===== src/rtl/leitor_entrada.sv =====
// -----------------------------------------------------------------------------
// leitor_entrada
//
// Input side of the battleship-style game that feeds the 4-digit 7-segment
// display driver. Three raw active-low push-buttons are synchronised,
// debounced and turned into single-cycle press events. Those events drive a
// small FSM that selects a map, confirms it, and in attack mode moves the
// target cursor and fires shots.
//
// Ports
//   clock        system clock
//   reset        synchronous, active-high reset
//   btnA         raw button (active-low): next map / next column
//   btnB         raw button (active-low): next line (attack only)
//   btnConfirma  raw button (active-low): confirm map / fire
//   ATAQUE       mode level from game control: attack
//   PREPARACAO   mode level from game control: preparation
//   DESLIGADO    mode level from game control: off (highest priority)
//   coordColuna  selected column, 0..COORD_MAX
//   coordLinha   selected line,   0..COORD_MAX
//   mapa         selected map,    0..MAPA_MAX
//   mapaPronto   map confirmed
//   disparo      one-cycle fire pulse
//   tiros        shots fired, saturating at 15
//
// Parameters
//   DEBOUNCE_CYCLES  cycles a synchronised level must persist to be accepted
//   COORD_MAX        highest column/line value (<= 7)
//   MAPA_MAX         highest map index (<= 7)
// -----------------------------------------------------------------------------
module leitor_entrada #(
  parameter int DEBOUNCE_CYCLES = 16,
  parameter int COORD_MAX       = 4,
  parameter int MAPA_MAX        = 3
) (
  input  logic       clock,
  input  logic       reset,
  input  logic       btnA,
  input  logic       btnB,
  input  logic       btnConfirma,
  input  logic       ATAQUE,
  input  logic       PREPARACAO,
  input  logic       DESLIGADO,
  output logic [2:0] coordColuna,
  output logic [2:0] coordLinha,
  output logic [2:0] mapa,
  output logic       mapaPronto,
  output logic       disparo,
  output logic [3:0] tiros
);

  // The counter only ever holds 0..DEBOUNCE_CYCLES-1: the cycle in which it
  // would reach DEBOUNCE_CYCLES is the cycle the stable level flips.
  localparam int CNT_W = (DEBOUNCE_CYCLES < 2) ? 1 : $clog2(DEBOUNCE_CYCLES);
  localparam logic [CNT_W-1:0] CNT_LAST = CNT_W'(DEBOUNCE_CYCLES - 1);

  localparam logic [2:0] COORD_TOP = 3'(COORD_MAX);
  localparam logic [2:0] MAPA_TOP  = 3'(MAPA_MAX);
  localparam logic [3:0] TIROS_TOP = 4'd15;

  localparam int N_BTN = 3;
  localparam int BTN_A = 0;
  localparam int BTN_B = 1;
  localparam int BTN_C = 2;

  // ---------------------------------------------------------------------------
  // Button conditioning: 2-FF synchroniser + debouncer + press-edge detector.
  // Bit order everywhere: [0]=A, [1]=B, [2]=Confirma.
  // ---------------------------------------------------------------------------
  logic [N_BTN-1:0] raw;
  logic [N_BTN-1:0] press;

  assign raw = {btnConfirma, btnB, btnA};

  generate
    for (genvar gi = 0; gi < N_BTN; gi++) begin : g_btn
      logic             sync1_reg;
      logic             sync2_reg;
      logic             stable_reg;
      logic             press_reg;
      logic [CNT_W-1:0] cnt_reg;

      always_ff @(posedge clock) begin
        if (reset) begin
          // Released (high) everywhere so nothing looks like a press right
          // after reset; any partial count is thrown away.
          sync1_reg  <= 1'b1;
          sync2_reg  <= 1'b1;
          stable_reg <= 1'b1;
          press_reg  <= 1'b0;
          cnt_reg    <= '0;
        end else begin
          sync1_reg <= raw[gi];
          sync2_reg <= sync1_reg;
          press_reg <= 1'b0;
          if (sync2_reg == stable_reg) begin
            cnt_reg <= '0;
          end else if (cnt_reg == CNT_LAST) begin
            // Level held long enough: accept it. Only the released->pressed
            // direction produces an event; releases are silent.
            stable_reg <= sync2_reg;
            cnt_reg    <= '0;
            press_reg  <= ~sync2_reg;
          end else begin
            cnt_reg <= cnt_reg + 1'b1;
          end
        end
      end

      assign press[gi] = press_reg;
    end
  endgenerate

  logic ev_a;
  logic ev_b;
  logic ev_c;

  assign ev_a = press[BTN_A];
  assign ev_b = press[BTN_B];
  assign ev_c = press[BTN_C];

  // ---------------------------------------------------------------------------
  // Effective mode: DESLIGADO beats ATAQUE beats PREPARACAO. When none is
  // asserted every register simply holds.
  // ---------------------------------------------------------------------------
  logic mode_off;
  logic mode_atk;
  logic mode_prep;

  assign mode_off  = DESLIGADO;
  assign mode_atk  = !DESLIGADO && ATAQUE;
  assign mode_prep = !DESLIGADO && !ATAQUE && PREPARACAO;

  // ---------------------------------------------------------------------------
  // Game FSM
  // ---------------------------------------------------------------------------
  typedef enum logic [1:0] {
    ESPERA_MAPA,
    MAPA_OK,
    ATAQUE_ATIVO
  } estado_t;

  estado_t    state_reg,  state_next;
  logic [2:0] col_reg,    col_next;
  logic [2:0] line_reg,   line_next;
  logic [2:0] mapa_reg,   mapa_next;
  logic       pronto_reg, pronto_next;
  logic [3:0] tiros_reg,  tiros_next;
  logic       fire;

  // ">=" rather than "==" keeps the value in range even if it ever were not.
  function automatic logic [2:0] inc_wrap(input logic [2:0] v, input logic [2:0] top);
    return (v >= top) ? 3'd0 : v + 3'd1;
  endfunction

  always_ff @(posedge clock) begin
    if (reset) begin
      state_reg  <= ESPERA_MAPA;
      col_reg    <= '0;
      line_reg   <= '0;
      mapa_reg   <= '0;
      pronto_reg <= 1'b0;
      tiros_reg  <= '0;
    end else begin
      state_reg  <= state_next;
      col_reg    <= col_next;
      line_reg   <= line_next;
      mapa_reg   <= mapa_next;
      pronto_reg <= pronto_next;
      tiros_reg  <= tiros_next;
    end
  end

  always_comb begin
    state_next  = state_reg;
    col_next    = col_reg;
    line_next   = line_reg;
    mapa_next   = mapa_reg;
    pronto_next = pronto_reg;
    tiros_next  = tiros_reg;
    fire        = 1'b0;

    if (mode_off) begin
      // Power-off wipes the game; debouncers keep running but their events
      // are simply not consumed here.
      state_next  = ESPERA_MAPA;
      col_next    = '0;
      line_next   = '0;
      mapa_next   = '0;
      pronto_next = 1'b0;
      tiros_next  = '0;
    end else if (mode_atk) begin
      case (state_reg)
        ESPERA_MAPA: begin
          // No attack without a confirmed map: all events ignored.
        end
        MAPA_OK: begin
          // Entry cycle into attack; events seen here are dropped.
          state_next = ATAQUE_ATIVO;
        end
        ATAQUE_ATIVO: begin
          // A, B and Confirma are independent and may coincide. The fire
          // pulse is combinational from the event so it is seen alongside
          // the coordinates that were current before this cycle's moves.
          if (ev_a) col_next  = inc_wrap(col_reg, COORD_TOP);
          if (ev_b) line_next = inc_wrap(line_reg, COORD_TOP);
          if (ev_c) begin
            fire       = 1'b1;
            tiros_next = (tiros_reg == TIROS_TOP) ? tiros_reg : tiros_reg + 4'd1;
          end
        end
        default: state_next = ESPERA_MAPA;
      endcase
    end else if (mode_prep) begin
      case (state_reg)
        ESPERA_MAPA: begin
          if (ev_a) mapa_next = inc_wrap(mapa_reg, MAPA_TOP);
          if (ev_c) begin
            pronto_next = 1'b1;
            state_next  = MAPA_OK;
          end
        end
        MAPA_OK: begin
          // Changing the map after confirming it withdraws the confirmation.
          if (ev_a) begin
            mapa_next   = inc_wrap(mapa_reg, MAPA_TOP);
            pronto_next = 1'b0;
            state_next  = ESPERA_MAPA;
          end
        end
        ATAQUE_ATIVO: begin
          // Leaving attack keeps coordinates and shot count.
          state_next = MAPA_OK;
        end
        default: state_next = ESPERA_MAPA;
      endcase
    end
  end

  assign coordColuna = col_reg;
  assign coordLinha  = line_reg;
  assign mapa        = mapa_reg;
  assign mapaPronto  = pronto_reg;
  assign tiros       = tiros_reg;
  assign disparo     = fire;

endmodule

===== config.mk =====
export PLATFORM = sky130hd
export DESIGN_NAME = leitor_entrada
export DESIGN_NICKNAME = d
export VERILOG_FILES = /design/src/rtl/leitor_entrada.sv
export SDC_FILE = /design/constraint.sdc
export NUM_CORES = 1
export LEC_CHECK = 0
export ABC_CLOCK_PERIOD_IN_PS = 1590
export CAP_MARGIN = 20
export CORE_ASPECT_RATIO = 0.7
export CORE_MARGIN = 2
export CORE_UTILIZATION = 48
export DETAILED_ROUTE_END_ITERATION = 10
export PLACE_DENSITY = 0.75
export SLEW_MARGIN = 5
export SYNTH_ARGS = -nofsm -noshare
export SYNTH_HDL_FRONTEND = slang
export SYNTH_SLANG_ARGS = --single-unit

===== constraint.sdc =====
create_clock -name clock -period 1.59 [get_ports clock]
set_input_delay 0.477 -clock clock [delete_from_list [all_inputs] [get_ports clock]]
set_output_delay 0.477 -clock clock [all_outputs]
set_load 0.01 [all_outputs]

# After elaboration in Yosys (flattened, before gate mapping)
# Cells that the tools add are included.
[word_totals] latch_bits=0 rom_bits=0 in_bits=8 out_inout_bits=15 reg_bits=40 mem_bits_rw=0 n_memories=0
[op_classes] muxes=16 div=0 n_lt_le_gt_ge=3 reduce_logical=26 n_shift=0 eq_ne=14 add_sub_neg=7 bitwise=11 n_mul=0
[ops] cell="OR reduction 3 bit" count=6
[ops] cell="adder 4 x 1 -> 4 bit (second input constant)" count=4
[ops] cell="equality test 4 bit (second input constant)" count=4
[ops] cell="AND reduction 4 bit" count=3
[ops] cell="inverter 1 bit" count=11
[ops] cell="adder 3 x 1 -> 3 bit (second input constant)" count=3
[ops] cell="2-to-1 mux 3 bit" count=3
[ops] cell="2-to-1 mux 2 bit" count=4
[ops] cell=">= comparator 3 bit (second input constant)" count=2
[ops] cell="2-to-1 mux 1 bit" count=6
[ops] cell="!= test 2 bit (second input constant)" count=3
[ops] cell="!= test 3 bit (second input constant)" count=2
[ops] cell="case mux 2 bit (3 select lines)" count=1
[ops] cell="AND reduction 2 bit" count=3
[ops] cell="AND reduction 3 bit" count=2
[ops] cell="OR reduction 2 bit" count=3
[ops] cell="AND reduction 5 bit" count=1
[ops] cell="case mux 2 bit (2 select lines)" count=1
[ops] cell="nonzero test 2 bit" count=2
[ops] cell="equality test 1 bit" count=3
[ops] cell=">= comparator 3 x 2 -> 1 bit (second input constant)" count=1
[ops] cell="logical AND 1 bit" count=3
[ops] cell="equality test 2 x 1 -> 1 bit (second input constant)" count=1
[ops] cell="equality test 2 bit (second input constant)" count=1
[ops] cell="other kinds (3)" count=4

# Depth between registers and ports, before layout
[logic_depth] depth_word=5 mapped_depth=5

# Worst setup path before layout
# Ideal clock, no wire load.
[synth_timing] kind="in2out" start="input DESLIGADO" end="output disparo" arrival_ns=1.078 path_slack_ns=0.035 stages=3 path_buffers=1 t_required_ns=1.113 path_cell_list="nand4bb_1 clkbuf_1 nor2_1"
[synth_between] elab_chain_len=4
[synth_rtl] item="from (decl)" line="43" rtl="input logic DESLIGADO,"
[synth_rtl] item="logical NOT 1 bit" line="131" rtl="assign mode_atk = !DESLIGADO && ATAQUE;"
[synth_rtl] item="logical AND 1 bit" line="131"
[synth_rtl] item="2-to-1 mux 1 bit" line="192" rtl="end else if (mode_atk) begin"
[synth_rtl] item="2-to-1 mux 1 bit *" line="183" rtl="if (mode_off) begin"
[synth_rtl] item="to (decl)" line="48" rtl="output logic disparo,"
# Every way passes the cells marked *; elsewhere a longest branch is shown, timed or not.

# Worst setup path in the final report
# Ends and elaborated chain as after synthesis.

==> flow_summary_export.csv <==
group,metric,value,unit
logic_synthesis,synth-compound-area-share,9.84,%
routing,first_pass_iters,4,
min_path,worst_hold_startpoint,"g_btn[2].sync1_reg",
floorplanning,num_rows,17,
clock_network,clockBufferDepth,2,
setup_path,worstSetupStartpointType,"primary input",
logic_synthesis,yosys-top-cells-count,"dfxtp_1, a21oi_1, inv_1, nor2_1",
power,power_density,867,nW/um2
power,ir_drop,0.549,mV
clock_network,postCtsSetupBuffers,0,
final_layout,areaGrowthSynthToFinish,29.7,%
setup_path,worstPathMaxFanout,2,
routing,ant_nets,0,
setup_path,timing.rr.end,"mapaPronto",
logic_synthesis,synth.most_common_cell,"dfxtp_1",
logic_synthesis,yosys_warnings,0,
logic_synthesis,synth-simple-area-share,23.7,%
floorplanning,num_io_pins,23,
timing,rsz0062_at_grt,"no",
clock_network,cts.sinks,40,
logic_synthesis,synth_fa_ha_area_share,7.40,%
routing,drt-total-wl,3490,um
placed_design,portBuffers,22,
logic_synthesis,synth.largest_area_cell,"dfxtp_1",
setup_path,arrival,1.06,ns
logic_synthesis,yosys.area.top_type_share,47.3,%
setup_path,end_kind,"output pin",
logic_synthesis,async_flop_share,0,%
floorplanning,die_x,75.0,um
routing,viasPerCell,5.35,
clock_network,clk_pin_slew,0.07,ns
logic_synthesis,yosysSeqAreaShare,47.3,%
timing,drv_slew,0,
placed_design,dp_hpwl,2440,um
global_routing,grt-ovfl-total,0,
timing,min_period_over_period,96.4,%
final_layout,layout.nets,230,
logic_synthesis,synth_cell_types,31,
timing,finalCriticalPeriod,1.53,ns
logic_synthesis,syn_inst,173,
floorplanning,start_util,52.0,%
clock_network,numCtsBuffers,5,
floorplanning,dieArea,4020,um2
timing,skew,0.00597,ns
routing,drt-initial-drc-count,31,
logic_synthesis,synth.avg_cell_area,9.78,um2
logic_synthesis,syn_nets,191,
timing,max_freq,0.652,GHz
floorplanning,die_y,53.7,um
setup_path,r2r_start,"state_reg[1]",
min_path,min_to,"g_btn[2].sync2_reg",
global_routing,grt_pass1_vias,1318,
setup_path,worst_ep_required_time,1.11,ns
timing,worst_pin_slew,0.305,ns
setup_path,crit_type,"primary input to output pin",
routing,vias,1391,
logic_synthesis,synth_top_family_by_area,"simple AND/OR/NAND/NOR gates",
run,maxCapViolCount,0,
clock_network,htreeDepth,2,
clock_network,root_buffer,"clkbuf_8",
logic_synthesis,netlist_area,1690,um2
global_routing,grt_max_degree,15,
logic_synthesis,synthXorXnorAreaFrac,4.66,%
global_routing,grt_pass1_wl,5840,um
power,total_power,1900,uW
min_path,hold_class,"flip-flop to flip-flop",
timing,final-hold-violation-count,0,
floorplanning,core,3250,um2
clock_network,cts_hold_repair.buffers,0,
timing,final-setup-viol-count,0,
setup_path,reg2regPathDepth,4,
final_layout,fillers,261,
final_layout,largest_reg_flops,12,
clock_network,clock_latency,0.29,ns
min_path,min_path_cells,1,
logic_synthesis,yosys_most_used_dff,"dfxtp_1",
placed_design,place_congestion,0.793,
routing,remaining_drc_errors,0,
setup_path,r2r_setup_slack,0.10,ns
global_routing,track_usage,20.0,%
logic_synthesis,synth.area.top_cells,"dfxtp_1, ha_1, xor2_1",
run_status,status,"finished, final reports clean",
logic_synthesis,synth_mux_area_share,3.55,%
global_routing,grt_antenna_before_repair,0,
final_layout,final_util,67.4,%
clock_network,cts_tree,"yes",
timing,max-slew-margin-rel,79.5,%
logic_synthesis,synth_edf_count,0,
final_layout,diodes,0,
power,p_leak,0.000914,uW
logic_synthesis,synth_seq_cells,40,
routing,wire_per_inst,13.4,um
final_layout,drive_gt1_share,19.7,%
## how the worst max path moves through the flow
stage	start	slack, ns	end
6_report	DESLIGADO	0.06	disparo
2_1_floorplan	DESLIGADO	0.03	disparo
3_3_place_gp	DESLIGADO	-0.72	disparo
5_1_grt	state_reg[0]	0.005	disparo
3_5_place_dp	DESLIGADO	-0.74	disparo
4_1_cts	state_reg[0]	-0.001	disparo
## cells by family (layout without fill, tap and decap cells)
logic type,after synthesis,after routing
mux,6,6
xor+xnor,9,9
simple gates,62,62
flops,40,40
buf+inv,16,56
fa+ha+maj,10,10
compound gates,30,30
## cell type report
type                            count  area (um2)  area share, %
Clock inverter                      3        42.5           1.94
Clock buffer                        5        68.8           3.14
Timing Repair Buffer               37         309           14.1
Inverter                           11        41.3           1.88
Tap cell                           47        58.8           2.68
Multi-Input combinational cell    117         870           39.6
Sequential cell                    40         805           36.7
## worst max-delay path: stages
cell	delay (ns)
buf_2	0.11
nand4bb_4	0.23
nor2_4	0.13
buf_6	0.11
## routing by layer
metal	GRT usage (%)	wire, um	share of wire, %	up-vias
met5	0	0	0	-
met4	8.63	38	1.1	0
met3	5.06	119	3.4	4
met2	33.9	1720	49	28
met1	24.2	1620	46	661
li1	-	-	-	698
## cells in the final DEF, fill, tap and decap left out, drive strengths merged, types with 2 or more instances in the layout
cell	netlist	layout
or2	7	7
nor4	2	2
or4	3	3
nand3	7	7
nand2b	3	3
xor2	9	9
dfxtp	40	40
clkdlybuf4s50	0	4
dlygate4sd2	0	14
o31ai	3	3
nor2	11	11
nand2	3	3
o21ai	10	10
inv	11	11
mux2i	6	6
a21oi	13	13
clkbuf	5	6
buf	0	17
nand4b	7	7
nand3b	4	4
and3b	3	3
ha	10	10
nor4b	4	4
nor3	2	2
## power breakdown
| part | leakage (uW) | total (uW) | internal (uW) | switching, uW |
|---|---|---|---|---|
| combinational | 0.000534 | 74.1 | 41.6 | 32.5 |
| clock | 0.0000541 | 813 | 464 | 348 |
| sequential | 0.000325 | 1020 | 1010 | 5.30 |
| total | 0.000914 | 1900 | 1520 | 386 |
## timing repair
action	in CTS	in global routing
pin swaps	2	3
setup endpoints to repair	23	5
gates resized for setup	30	6
gates cloned	0	0
## per-stage QoR
step                      area (um2)  hold slack [ns]  setup TNS (ns)  instances  worst slack [ns]
after floorplan                 1690            0.389               0        173            0.0348
after global placement          2060            0.396           -4.82        252            -0.718
after detailed placement        2060            0.395           -5.11        252            -0.737
after CTS                       2180            0.412        -0.00107        260          -0.00107
after global routing            2190            0.424               0        260           0.00528
final                           2190            0.410               0        260            0.0565
(Power assumes the default switching activity.)
